File: config.mk
export PLATFORM = sky130hd
export DESIGN_NAME = nibble_serial_add_ctrl
export DESIGN_NICKNAME = d
export VERILOG_FILES = /design/src/rtl/nibble_serial_add_ctrl.sv
export SDC_FILE = /design/constraint.sdc
export NUM_CORES = 1
export LEC_CHECK = 0
export ABC_AREA = 1
export CORE_MARGIN = 2
export CORE_UTILIZATION = 45
export DETAILED_ROUTE_END_ITERATION = 8
export DONT_BUFFER_PORTS = 1
export GPL_TIMING_DRIVEN = 1
export PLACE_DENSITY = 0.63
export SETUP_SLACK_MARGIN = 0.1
export SYNTH_ARGS = -nofsm -noshare
export SYNTH_HDL_FRONTEND = slang
export SYNTH_SLANG_ARGS = --single-unit
File: constraint.sdc
create_clock -name clk -period 4.5 [get_ports clk]
set_input_delay 0.675 -clock clk [delete_from_list [all_inputs] [get_ports clk]]
set_output_delay 0.675 -clock clk [all_outputs]
set_load 0.03 [all_outputs]
File: src/rtl/nibble_serial_add_ctrl.sv
// nibble_serial_add_ctrl
// Computes one WIDTH-bit add or subtract by reusing a single external 4-bit
// combinational adder once per nibble, LSB nibble first. The carry between
// nibbles is held in a flop. Operands arrive on a valid/ready handshake and
// the result leaves on a valid/ready handshake.
module nibble_serial_add_ctrl #(
    parameter int WIDTH = 16
) (
    input  logic             clk,
    input  logic             rst_n,
    // operand request
    input  logic             in_valid,
    output logic             in_ready,
    input  logic [WIDTH-1:0] a,
    input  logic [WIDTH-1:0] b,
    input  logic             cin,
    input  logic             sub,
    // shared 4-bit adder
    output logic [3:0]       add_a,
    output logic [3:0]       add_b,
    output logic             add_cin,
    input  logic [3:0]       add_sum,
    input  logic             add_cout,
    // result
    output logic             out_valid,
    input  logic             out_ready,
    output logic [WIDTH-1:0] sum,
    output logic             cout,
    output logic             ovf,
    output logic             busy
);

    localparam int NUM_NIB = WIDTH / 4;
    localparam int CNT_W   = $clog2(NUM_NIB);
    localparam logic [CNT_W-1:0] LAST_NIB = CNT_W'(NUM_NIB - 1);

    // Refuse to build with a width the nibble sequencer cannot cover.
    generate
        if ((WIDTH % 4) != 0 || WIDTH < 8) begin : g_bad_width
            $error("nibble_serial_add_ctrl: WIDTH must be a multiple of 4 and at least 8");
        end
    endgenerate

    typedef enum logic [1:0] {
        IDLE,
        RUN,
        DONE
    } state_t;

    state_t           state;
    logic [WIDTH-1:0] a_r;       // captured operand A
    logic [WIDTH-1:0] b_r;       // captured operand B, already inverted for sub
    logic [WIDTH-1:0] acc_r;     // partial sum collected nibble by nibble
    logic [WIDTH-1:0] acc_next;  // partial sum including this cycle's nibble
    logic             carry;     // carry into the nibble being processed
    logic [CNT_W-1:0] index;     // nibble currently on the adder

    // Present the current nibble to the shared adder; drive zeros when not running.
    always_comb begin
        // NOTE: every output of an always_comb gets a default first so no path
        // leaves it unassigned, which would otherwise infer a latch.
        add_a   = '0;
        add_b   = '0;
        add_cin = 1'b0;
        if (state == RUN) begin
            add_a   = a_r[4*index +: 4];
            add_b   = b_r[4*index +: 4];
            add_cin = carry;
        end
    end

    // Merge this cycle's adder sum into the partial result.
    always_comb begin
        acc_next                 = acc_r;
        acc_next[4*index +: 4]   = add_sum;
    end

    // Sequencer: accept operands, ripple one nibble per cycle, hold the result.
    always_ff @(posedge clk or negedge rst_n) begin
        if (!rst_n) begin
            state     <= IDLE;
            in_ready  <= 1'b1;
            out_valid <= 1'b0;
            busy      <= 1'b0;
            sum       <= '0;
            cout      <= 1'b0;
            ovf       <= 1'b0;
            a_r       <= '0;
            b_r       <= '0;
            acc_r     <= '0;
            carry     <= 1'b0;
            index     <= '0;
        end else begin
            // NOTE: sequential state uses non-blocking assignments so every
            // register samples the values from before this edge.
            case (state)
                IDLE: begin
                    if (in_valid && in_ready) begin
                        a_r      <= a;
                        b_r      <= sub ? ~b : b;
                        carry    <= sub ? 1'b1 : cin;
                        acc_r    <= '0;
                        index    <= '0;
                        state    <= RUN;
                        in_ready <= 1'b0;
                        busy     <= 1'b1;
                    end
                end

                RUN: begin
                    acc_r <= acc_next;
                    carry <= add_cout;
                    index <= index + 1'b1;
                    if (index == LAST_NIB) begin
                        state     <= DONE;
                        index     <= '0;
                        sum       <= acc_next;
                        cout      <= add_cout;
                        ovf       <= (a_r[WIDTH-1] == b_r[WIDTH-1]) &&
                                     (add_sum[3] != a_r[WIDTH-1]);
                        out_valid <= 1'b1;
                    end
                end

                DONE: begin
                    if (out_valid && out_ready) begin
                        state     <= IDLE;
                        out_valid <= 1'b0;
                        busy      <= 1'b0;
                        in_ready  <= 1'b1;
                    end
                end

                default: begin
                    state     <= IDLE;
                    out_valid <= 1'b0;
                    busy      <= 1'b0;
                    in_ready  <= 1'b1;
                end
            endcase
        end
    end

endmodule

==> metrics.md <==
| Metric | Value |
|---|---|
| Vias post-DR | `2906` |
| R2R setup slack | `2.01 ns` |
| Worst-case clock buffer depth | `2` |
| Final ANT Viol Nets | `0` |
| Worst slew pin tran | `around 0.62 ns` |
| Critical Path End | `add_a[0]` |
| Primary FF master, synth | `dfrtp_1` |
| Drt drc | `0` |
| Worst setup EP type | `primary output` |
| Setup_tns | `0 ns` |
| Effective utilization at floorplan | `46.58%` |
| CP max stage cell | `dfrtp_1` |
| Final min period | `roughly 2.9 ns` |
| Most frequent cells in the layout | `nand2_1, dfrtp_1, nor2_1, inv_1, o21ai_1` |
| Placer Congestion | `0.8163` |
| Max stage delay on crit path | `~0.6 ns` |
| Rows | `33` |
| Share of cells above drive strength 1 | `approximately 12%` |
| Synth top area share | `47.50%` |
| Status | `finished, final reports clean` |
| Root buf cell | `clkbuf_8` |
| RSZ-0062 raised after global routing | `false` |
| Worst setup path startpoint | `index[0]` |
| Vias in the first global route | `roughly 2.9k` |
| Largest net degree at the start of global routing | `62` |
| CTS tree | `yes` |
| Arrival time at the worst endpoint | `2.18 ns` |
| Hold Crit Class | `primary input to asynchronous set/reset pin` |
| Max-cap check violation count | `0` |
| Fmax | `350.5 MHz` |
| Hold Vio Cnt, Final | `0` |
| Antenna Cells | `0` |
| Design area | `0.004068 sq mm` |
| H-Tree Depth | `3` |
| Area Growth Syn to Fin | `5.758%` |
| Post-synth cell types | `28` |
| EDFF count, synth | `0` |
| Die W | `a little under 100 um` |
| Startpoint Class | `flip-flop` |
| Vias per Instance | `4.968` |
| Iter 0 DRT Violations | `99` |
| Max-slew headroom | `around three fifths` |
| Overall Power | `about 3000 uW` |
| Port Buffer Count | `0` |
| Worst reg2reg path depth | `10` |
| Worst vdd ir | `328.5 uV` |
| Reg-to-Reg Start | `index[0]` |
| Clock skew | `about 0.0095 ns` |
| Post-Syn Area per Cell | `7.980 sq um` |
| Core area | `0.008258 sq mm` |
| Ranking of synthesized cells by area | `dfrtp_1, nand2_1, nor2_1, xnor2_1, nand2_2` |
| Critical Path Fanout Max | `19` |
| Hold Slack | `0.1664 ns` |
| Fin. max-slew vios | `0` |
| Io pins | `73` |
| Post-synth ARST share | `100.0%` |
| Post-CTS Resized | `0` |
| Hold buffer count at CTS | `2` |
| Post-synthesis sequential area ratio | `48.18%` |
| Leak Pwr | `0.002127 uW` |
| Dominant cell type by area after synthesis | `dfrtp_1` |
| Final setup fails | `0` |
| TritonCTS buffer count | `9` |
| Hpwl dp | `5.508 mm` |
| CP Data Required Time | `3.83 ns` |
| PD cells | `around 760 mW/mm^2` |
| Crit Path Category | `flip-flop to primary output` |
| Worst-Skew Late Latency | `0.35 ns` |
| Clock slew at reported path FFs | `0.07 ns` |
| Global-route wire length before repair | `approximately 14 mm` |
| Cell Chain, Critical Path | `buf_4 > inv_1 > o21ai_0 > a21oi_2` |
| Synth Instances | `482` |
| Initial antenna violation count | `0` |
| Wire per inst | `13.85 um` |
| R2R Path End | `acc_r[5]` |
| DRT Pass-1 Iters | `4` |
| Die area | `0.009303 sq mm` |
| Most common cell after layout, fill and taps aside | `nand2_1` |
| Post-CTS setup buffers | `0` |
| Drt total wl | `between 8 and 9 mm` |
| CTS sink cnt | `74` |
| Nets | `524` |
| Syn. warnings | `0` |
| Synthesized area | `0.003846 sq mm` |
| Global route overflow | `0` |
| DP Area | `0.003804 sq mm` |
| FILL cells | `~830` |
| Synth Register Bits | `74` |
| Chip height | `96.45 um` |
| Syn Nets | `531` |
| Total track usage | `19.79%` |
| Final Cycle Share | `63.41%` |
==> logic make-up (layout without fill, tap and decap cells) <==
kind of cell             Yosys count  count (layout)  synth area share (%)
AO/OA/AOI/OAI                     44              44                 6.799
XOR/XNOR                          16              16                 3.643
adder cells (fa/ha/maj)            6               6                 1.952
buffers and inverters             51              49                 7.774
flip-flops                        74              74                 48.18
AND/OR/NAND/NOR                  291             291                 31.65
==> per-layer routing <==
metal | global-route usage [%] | vias to the layer above | routed length, um
met4 | 6.455 | 0 | 118
met3 | 6.827 | 9 | 553
met1 | 26.12 | 1350 | 3740
met2 | 30.61 | 86 | 3687
li1 | - | 1461 | -
met5 | 0 | - | 0
==> worst max-delay path: cells and delay by family, from the launching register on <==
kind	cells	cell delay [ns]
buffers and inverters	2	0.65
DFF	1	0.59
AOI/OAI and AO/OA	2	0.58
==> sequential cells by signal, indices dropped and copies added (netlist names) <==
| signal | count |
|---|---|
| cout | 1 |
| ovf | 1 |
| a_r | 16 |
| busy | 1 |
| sum | 16 |
| index | 2 |
| in_ready | 1 |
| b_r | 16 |
| out_valid | 1 |
| carry | 1 |
| acc_r | 16 |
| state | 2 |
==> worst min path at each step <==
stage               startpoint  endpoint
global placement         rst_n    sum[6]
CTS                      rst_n  in_ready
detailed placement       rst_n    sum[5]
finish                   rst_n  in_ready
global route             rst_n  in_ready
floorplan                rst_n    a_r[0]
==> power by group <==
part / internal [uW] / total (uW) / switching, uW
clock: 328 / 577 / 249
combinational: 365 / 1220 / 850
sequential: 940 / 1290 / 345
==> Yosys cell counts, drive strengths merged, types with 2 or more instances <==
cell type / n
a21oi: 9
buf: 20
dfrtp: 73
ha: 6
inv: 30
nand2: 234
nand3: 8
nand4: 4
nor2: 45
o211ai: 2
o21ai: 32
xnor2: 16
==> cell type report <==
class	count	area (sq um)	share of cell area, %
Multi-Input combinational cell	357	1694	41.65
Clock inverter	6	88.84	2.184
Timing Repair Buffer	3	45.04	1.107
Inverter	30	117.6	2.891
Clock buffer	10	137.6	3.384
Sequential cell	74	1853	45.56
Tap cell	105	131.4	3.230
==> through the flow <==
step	cells	setup WS (ns)	utilization, %
floorplan	482	2.429	-
global placement	567	2.045	46.06
detailed placement	567	2.005	46.06
CTS	585	1.610	49.26
global route	585	1.469	49.26
finish	585	1.647	49.26
Note: power is estimated with default switching activity, not from simulation.
